[src/rtl/regfile_write_arbiter_pkg.sv]
// Shared types and constants for the register-file write arbiter.
// Default widths match the 32-entry integer register file.
package regfile_write_arbiter_pkg;

  typedef enum logic {ST_INIT = 1'b0, ST_RUN = 1'b1} state_t;

  localparam int REQ_WB  = 0;
  localparam int REQ_LD  = 1;
  localparam int REQ_DBG = 2;

  localparam int DEF_NUM_REQ  = 3;
  localparam int DEF_NUM_REGS = 32;
  localparam int DEF_ADDR_W   = 5;
  localparam int DEF_DATA_W   = 32;

  // Index width that stays legal for a single requester.
  function automatic int idxW(input int n);
    return (n > 1) ? $clog2(n) : 1;
  endfunction

endpackage

[src/rtl/regfile_write_arbiter_rr_arbiter.sv]
// Combinational round-robin picker: first set request at or above ptr,
// wrapping around. Emits one-hot grant plus its encoded index.
module rr_arbiter
  import regfile_write_arbiter_pkg::*;
#(
  parameter int N  = DEF_NUM_REQ,
  parameter int IW = idxW(N)
) (
  input  logic [N-1:0]  req,
  input  logic [IW-1:0] ptr,
  output logic [N-1:0]  grant,
  output logic [IW-1:0] idx
);

  int cand;

  // Walk from farthest to nearest so the nearest hit is the last write.
  always_comb begin
    grant = '0;
    idx   = '0;
    cand  = 0;
    for (int i = N - 1; i >= 0; i--) begin
      cand = (int'(ptr) + i) % N;
      if (req[cand]) begin
        grant       = '0;
        grant[cand] = 1'b1;
        idx         = IW'(cand);
      end
    end
  end

endmodule

[src/rtl/regfile_write_arbiter.sv]
// Shares the register file write port among NUM_REQ requesters after an
// init sweep that writes INIT_VALUE to x1..x(NUM_REGS-1).
module regfile_write_arbiter
  import regfile_write_arbiter_pkg::*;
#(
  parameter int                NUM_REQ    = DEF_NUM_REQ,
  parameter int                NUM_REGS   = DEF_NUM_REGS,
  parameter int                ADDR_W     = DEF_ADDR_W,
  parameter int                DATA_W     = DEF_DATA_W,
  parameter logic [DATA_W-1:0] INIT_VALUE = '0,
  parameter int                IDW        = idxW(NUM_REQ)
) (
  input  logic                        clk,
  input  logic                        reset_n,
  input  logic [NUM_REQ-1:0]          req_valid,
  input  logic [NUM_REQ*ADDR_W-1:0]   req_addr,
  input  logic [NUM_REQ*DATA_W-1:0]   req_data,
  output logic [NUM_REQ-1:0]          req_ready,
  output logic                        RegWrite,
  output logic [ADDR_W-1:0]           writeReg,
  output logic [DATA_W-1:0]           writeData,
  output logic                        init_done,
  output logic [IDW-1:0]              grant_id
);

  // One extra bit so NUM_REGS == 2**ADDR_W still compares cleanly.
  localparam logic [ADDR_W:0] LAST_REG = (ADDR_W+1)'(NUM_REGS - 1);

  state_t              state, stateNxt;
  logic [ADDR_W:0]     initPtr, initPtrNxt;
  logic [IDW-1:0]      rrPtr, rrPtrNxt;
  logic                regWriteNxt, initDoneNxt;
  logic [ADDR_W-1:0]   writeRegNxt;
  logic [DATA_W-1:0]   writeDataNxt;
  logic [IDW-1:0]      grantIdNxt;

  logic [NUM_REQ-1:0]  grantOh;
  logic [IDW-1:0]      grantIdx;
  logic [ADDR_W-1:0]   selAddr;
  logic [DATA_W-1:0]   selData;

  rr_arbiter #(.N(NUM_REQ), .IW(IDW)) uArb (
    .req   (req_valid),
    .ptr   (rrPtr),
    .grant (grantOh),
    .idx   (grantIdx)
  );

  assign selAddr = req_addr[grantIdx*ADDR_W +: ADDR_W];
  assign selData = req_data[grantIdx*DATA_W +: DATA_W];

  always_comb begin
    stateNxt     = state;
    initPtrNxt   = initPtr;
    rrPtrNxt     = rrPtr;
    regWriteNxt  = 1'b0;
    writeRegNxt  = writeReg;
    writeDataNxt = writeData;
    grantIdNxt   = grant_id;
    initDoneNxt  = init_done;
    req_ready    = '0;
    case (state)
      ST_INIT: begin
        regWriteNxt  = 1'b1;
        writeRegNxt  = initPtr[ADDR_W-1:0];
        writeDataNxt = INIT_VALUE;
        initPtrNxt   = initPtr + 1'b1;
        if (initPtr == LAST_REG) begin
          stateNxt    = ST_RUN;
          initDoneNxt = 1'b1;
        end
      end
      ST_RUN: begin
        // grantOh only ever selects an asserted valid, so ready implies transfer.
        req_ready = grantOh;
        if (|grantOh) begin
          rrPtrNxt = (int'(grantIdx) == NUM_REQ - 1) ? '0 : grantIdx + IDW'(1);
          // x0 writes consume the slot but never reach the file.
          if (selAddr != '0) begin
            regWriteNxt  = 1'b1;
            writeRegNxt  = selAddr;
            writeDataNxt = selData;
            grantIdNxt   = grantIdx;
          end
        end
      end
      default: stateNxt = ST_INIT;
    endcase
  end

  always_ff @(posedge clk or negedge reset_n) begin
    if (!reset_n) begin
      state     <= ST_INIT;
      initPtr   <= (ADDR_W+1)'(1);
      rrPtr     <= '0;
      RegWrite  <= 1'b0;
      writeReg  <= '0;
      writeData <= '0;
      init_done <= 1'b0;
      grant_id  <= '0;
    end else begin
      state     <= stateNxt;
      initPtr   <= initPtrNxt;
      rrPtr     <= rrPtrNxt;
      RegWrite  <= regWriteNxt;
      writeReg  <= writeRegNxt;
      writeData <= writeDataNxt;
      init_done <= initDoneNxt;
      grant_id  <= grantIdNxt;
    end
  end

endmodule

[config.mk]
export PLATFORM = sky130hd
export DESIGN_NAME = regfile_write_arbiter
export DESIGN_NICKNAME = d
export VERILOG_FILES = /design/src/rtl/regfile_write_arbiter_pkg.sv /design/src/rtl/regfile_write_arbiter_rr_arbiter.sv /design/src/rtl/regfile_write_arbiter.sv
export SDC_FILE = /design/constraint.sdc
export NUM_CORES = 1
export LEC_CHECK = 0
export CAP_MARGIN = 20
export CORE_UTILIZATION = 46
export DETAILED_ROUTE_END_ITERATION = 6
export GPL_TIMING_DRIVEN = 0
export HOLD_SLACK_MARGIN = 0.02
export PLACE_DENSITY = 0.85
export REMOVE_ABC_BUFFERS = 1
export SETUP_SLACK_MARGIN = 0.4
export SYNTH_ARGS = -nofsm -noshare
export SYNTH_HDL_FRONTEND = slang
export SYNTH_HIERARCHICAL = 1
export SYNTH_SLANG_ARGS = --single-unit
[constraint.sdc]
create_clock -name clk -period 5.8 [get_ports clk]
set_clock_uncertainty 0.1 [all_clocks]
set_input_delay 1.16 -clock clk [delete_from_list [all_inputs] [get_ports clk]]
set_output_delay 1.16 -clock clk [all_outputs]
set_load 0.02 [all_outputs]
Word level (Yosys, flattened, before mapping)
Index checks and enable logic that the tools add are counted.
Storage, ports and cells
  register bits after elaboration: 50
Cells by class
  bitwise logic cells: 1
  multipliers: 1
  muxes and demuxes: 34
  shifts and indexed selects: 2
  order comparisons: 6
  reductions and logical operators: 9
  add/sub/neg operators: 4
  div/mod/pow operators: 3
  equal/unequal tests: 4
Operator list (number)
  32-bit by 1-bit >= comparator with 1-bit output (second input constant): 3
  32-bit by 4-bit < comparator with 1-bit output (second input constant): 3
  96-bit by 8-bit indexed part select with 32-bit output: 1
  32-bit by 3-bit modulo with 32-bit output (second input constant): 2
  32-bit two-way mux: 2
  32-bit case mux with 2 select lines: 1
  3-bit by 3-bit modulo with 32-bit output (second input constant): 1
  15-bit by 6-bit indexed part select with 5-bit output: 1
  1-bit two-way mux: 13
  3-bit two-way mux: 4
  5-bit two-way mux: 2
  5-bit case mux with 2 select lines: 1
  2-bit two-way mux: 4
  6-bit by 1-bit adder with 6-bit output (second input constant): 1
  1-bit binary-select mux with 2-bit select: 3
  1-bit demux with 2-bit select: 3
  6-bit by 5-bit equality test with 1-bit output (second input constant): 1
  2-bit AND reduction: 3
  2-bit by 3-bit multiplier with 5-bit output (second input constant): 1
  5-bit nonzero test: 1
  2-bit by 1-bit inequality test with 1-bit output (second input constant): 2
  2-bit by 1-bit adder with 3-bit output (second input constant): 1
  2-bit by 2-bit adder with 3-bit output (second input constant): 1
  1-bit logical AND: 3
  other kinds (6): 6

Depth between registers and ports, before layout
  depth after elaboration: 14
  gate-level depth with buffers: 15
  depth with buffers taken out: 11

Modules after synthesis
Netlist, hierarchy kept.
By module, submodules not included
  regfile_write_arbiter: seq. area each 1252.5 µm², area an instance 3387.0 µm², cells an instance 343, instances 1
  rr_arbiter: seq. area each 0.0 µm², area an instance 287.8 µm², cells an instance 42, instances 1

Least setup slack after synthesis
Ideal clock, no wire load.
  path type: input to register
  start: in req_valid[0]
  end: reg grant_id[0]
  stages: 11
  library setup time: 0.128 ns
  arrival: 3.208 ns
  path slack: 2.364 ns
  data required time: 5.572 ns
  buffers on the path: 2
  cells stage by stage: mux2_4 -> nor3_1 -> a21oi_1 -> o21ai_1 -> nor2b_1 -> buf_2 -> o2bb2ai_1 -> and3b_1 -> buf_6 -> a21oi_2 -> mux2_1
Between the ends
  cells in the longest elaborated chain, start to end: 10
  elaborated cells between the ends (all ways): 20
  those cells by class: mul (1); shift (1); mux (15); reduce/logical (3)
Ends and longest elaborated chain
  from (decl): line regfile_write_arbiter.sv:15  | input logic [NUM_REQ-1:0] req_valid,
  1-bit binary-select mux with 2-bit select: line regfile_write_arbiter_rr_arbiter.sv:24  | if (req[cand]) begin
  1-bit two-way mux (not written as such) (2 in a row): line regfile_write_arbiter_rr_arbiter.sv:24
  2-bit two-way mux (2 in a row): line regfile_write_arbiter_rr_arbiter.sv:24
  2-bit two-way mux *: line regfile_write_arbiter_rr_arbiter.sv:24
  named net grantIdx[0]: line regfile_write_arbiter.sv:38  | logic [IDW-1:0] grantIdx;
  2-bit by 3-bit multiplier with 5-bit output: line regfile_write_arbiter.sv:49  | assign selAddr = req_addr[grantIdx*ADDR_W +: ADDR_W];
  15-bit by 6-bit indexed part select with 5-bit output: line regfile_write_arbiter.sv:49
  5-bit nonzero test: line regfile_write_arbiter.sv:79  | if (selAddr != '0) begin
  3-bit AND reduction (no source line)
  to (signal assigned): line regfile_write_arbiter.sv:109  | grant_id <= grantIdNxt;
  to (decl): line regfile_write_arbiter.sv:23  | output logic [IDW-1:0] grant_id
Mark *: on every way through the listed nets, which the timed path passes. The rest lies on a longest branch. The select of a mux whose other input is x is not followed.
A chain may end at the register's enable or synchronous reset.

Worst setup path in the final report
  start: in req_valid[1]
  end: reg writeData[1]
Between the ends
  cells in the longest elaborated chain, start to end: 11
  elaborated cells between the ends (all ways): 26
  those cells by class: mul (1); eq/ne (2); shift (2); mux (18); reduce/logical (3)
Ends and longest elaborated chain
  1-bit binary-select mux with 2-bit select: line regfile_write_arbiter_rr_arbiter.sv:24
  1-bit two-way mux (not written as such) (2 in a row): line regfile_write_arbiter_rr_arbiter.sv:24
  2-bit two-way mux (2 in a row): line regfile_write_arbiter_rr_arbiter.sv:24
  2-bit two-way mux *: line regfile_write_arbiter_rr_arbiter.sv:24
  named net grantIdx[1]: line regfile_write_arbiter.sv:38
  2-bit by 3-bit multiplier with 5-bit output: line regfile_write_arbiter.sv:49
  15-bit by 6-bit indexed part select with 5-bit output: line regfile_write_arbiter.sv:49
  5-bit nonzero test: line regfile_write_arbiter.sv:79
  2-bit by 1-bit inequality test with 1-bit output (no source line)
  2-bit AND reduction (no source line)
  to (signal assigned): line regfile_write_arbiter.sv:107  | writeData <= writeDataNxt;
  to (decl): line regfile_write_arbiter.sv:21  | output logic [DATA_W-1:0] writeData,
Marks and branches as above.

==> flow_metrics.tcl <==
set metrics [dict create \
    status "complete, no violations" \
    hold_ws_ns 0.3932 \
    fin_ws_ns 0.6601 \
    nNetsFinal 647 \
    htree_levels 2 \
    hpwl_um 7655 \
    crit_path_start_kind "input pin" \
    worst_pin_slew_ns 1.071 \
    grt_pass1_wl_um 17350 \
    path_cells "clkdlybuf4s50_1 -> nor2b_1 -> o211ai_1 -> o21a_1 -> o22ai_4 -> nor2b_4 -> a2bb2oi_1 -> and2_2 -> buf_16 -> a21o_4 -> a211oi_1" \
    clock_latency_ns 0.31 \
    clk_pin_slew_ns 0.10 \
    syn_area_per_cell_um2 9.545 \
    n_antenna_cell 0 \
    end_kind "flip-flop" \
    slew_viol_final 0 \
    wire_per_inst_um 17.42 \
    p_switching_w 0.001817 \
    rows 32 \
    path_class "in2reg" \
    drtIter0Drc 139 \
    critPathRequiredTime_ns 5.88 \
    drt-pass1-iter-count 4 \
    cts-hold-fix-buffers 0 \
    swShare_pct 49.08 \
    globalplace.congestion 0.7364 \
    critical-path-top-delay-family "compound AO/OA/AOI/OAI gates" \
    drive_gt1_share_pct 17.08 \
    fin_util_pct 70.89 \
    finalPower_w 0.003703 \
    clock_path_buffers 2 \
    area_growth_pct 49.06 \
    final_area_um2 5478 \
    grt_antenna_before_repair 0 \
    p_clk_share_pct 5.7 \
    wirelength_um 10960 \
    postSynthCellCount 385 \
    start_util_pct 47.56 \
    synthesis.area_um2 3675 \
    holdPathStages 2 \
    max_slew_margin_pct 28.18 \
    leakage_nw 2.136 \
    crit_slowest_cell "o22ai_4" \
    grt-ovfl-total 0 \
    seq_power_share_pct 16.5 \
    die_w_um 91.38 \
    cp_max_fo 33 \
    rsz0062_at_grt "false" \
    fin_crit_sh_pct 88.62 \
    maxCapViolations 0 \
    placed_area_um2 5366 \
    r2r_cells 12 \
    pre_cts_slack_ns -0.2957 \
    synth_seq_cells 50 \
    cts_tree "done" \
    finalHoldViolCount 0 \
    crit_cells 11 \
    ios 160 \
    ir_drop_uv 600.3 \
    ant_nets 0 \
    p_per_area_nw_per_um2 675.9 \
    die_y_um 91.38 \
    vias 3473 \
    async_flop_share_pct 100.0 \
    avgViaCountPerCell 5.521 \
    finalCriticalPeriod_ns 5.140 \
    setup_viol 0 \
    ys.flop_type "dfrtp_1" \
    ys_types 46 \
    power_frac_comb_pct 77.8 \
    cts_root_buf "clkbuf_8" \
    drc 0 \
    cp_data_arrival_time_ns 5.22 \
    crit_buf_inv 2 \
    die-area_um2 8350 \
    cts_made_buffers 5 \
    post_cts_buffers 0 \
    power_report.internal_total_w 0.001885 \
    critPathMaxStageDelay_ns 0.79 \
    hold_class "reg2reg" \
    coreArea_um2 7727 \
    yosysSeqAreaShare_pct 34.08 \
    io_buffers 159 \
    grtUsageTotal_pct 26.07 \
    grt_start_max_net_pins 34 \
    fmax_mhz 194.6 \
    clkSinkCount 50 \
    grt_pass1_vias 3478 \
    ys_warn_count 6 \
    synth_edf_count 0 \
]
registers in the layout (all words and copies together) (netlist names):
register / flops
rrPtr: 2
initPtr: 6
init_done: 1
writeData: 32
RegWrite: 1
writeReg: 5
state: 1
grant_id: 2
path summary, 6_finish.rpt:
kind                                       startpoint                        end  slack (ns)
max in group asynchronous                     reset_n    grant_id[0]$_DFFE_PN0P_        4.28
min in group asynchronous                     reset_n  writeData[10]$_DFFE_PN0P_        0.76
worst max register to register   rrPtr[1]$_DFFE_PN0P_  writeData[18]$_DFFE_PN0P_        1.08
worst max-delay path                     req_valid[1]   writeData[1]$_DFFE_PN0P_        0.66
worst min-delay path            init_done$_DFFE_PN0P_      init_done$_DFFE_PN0P_        0.39
worst min register to register  init_done$_DFFE_PN0P_      init_done$_DFFE_PN0P_        0.39
power by group through the flow:
stage / Combinational (W) / Sequential, W / Clock [W]
floorplan: 0.00171 / 0.000782 / 0
global placement: 0.00243 / 0.000599 / 0
detailed placement: 0.00284 / 0.000616 / 0
CTS: 0.00289 / 0.000610 / 0.000215
global route: 0.00308 / 0.000630 / 0.000227
finish: 0.00288 / 0.000611 / 0.000212
placed cells by master (no fill, tap or decap), types with 6 or more instances in the layout:
| cell | netlist | final |
|---|---|---|
| mux2i_1 | 39 | 39 |
| dfrtp_1 | 49 | 49 |
| a211oi_2 | 55 | 55 |
| nor2_1 | 11 | 11 |
| o21ai_0 | 32 | 32 |
| o21ai_1 | 8 | 7 |
| nand2_1 | 43 | 43 |
| clkdlybuf4s50_1 | 0 | 158 |
| a211oi_1 | 11 | 11 |
| a21oi_1 | 6 | 6 |
| inv_1 | 39 | 38 |
timing repair:
| item | CTS | global route |
|---|---|---|
| endpoints found under the setup margin | 35 | 0 |
| gates resized for setup | 1 | 0 |
| hold endpoints to repair | 0 | 0 |
synthesized netlist by cell type (4+ instances only):
library cell,count,area (um2)
buf_2,8,40.04
nor2_1,11,41.29
mux2i_1,39,390.4
buf_6,9,101.4
a211oi_2,55,688.2
o21ai_0,32,160.2
clkbuf_1,15,56.30
and2_1,4,25.02
inv_1,39,146.4
nand2_1,43,161.4
dfrtp_1,49,1226
ha_1,5,62.56
a21oi_1,6,30.03
xnor2_1,4,35.03
o21ai_1,8,40.04
nor3_1,6,30.03
a211oi_1,11,82.58
cell type report:
cell class	instances	area (um2)
clock inverters	2	15.01
fillers	608	2250
well taps	102	127.6
clock buffers	6	72.57
repair buffers	167	1735
flip-flops and latches	50	1252
multi-input cells	263	2128
inverters	39	146.4
stage by stage:
stage / setup TNS [ns] / cells
after floorplan: -110.58 / 350
after global placement: -258.74 / 611
after detailed placement: -8.712 / 619
after CTS: 0 / 629
after global routing: 0 / 629
final: 0 / 629
kinds of logic after synthesis:
kind of cell / after synthesis / synth area share [%]
AO/OA/AOI/OAI: 132 / 31.80
buffers and inverters: 74 / 9.772
AND/OR/NAND/NOR: 74 / 8.887
flip-flops: 50 / 34.08
multiplexers: 45 / 12.56
XOR/XNOR: 5 / 1.192
adder cells (fa/ha/maj): 5 / 1.702
layer usage:
layer | track usage, % | routed length (um)
met5 | 0 | 0
met4 | 3.704 | 53
met3 | 4.355 | 507
met2 | 48.31 | 5760
met1 | 32.13 | 4633
tightest hold or removal path: stages, from the launching register on:
cell and delay, ns:
dfrtp_1 0.37, inv_1 0.05, o31ai_1 0.05
Note: power is estimated with default switching activity, not from simulation.
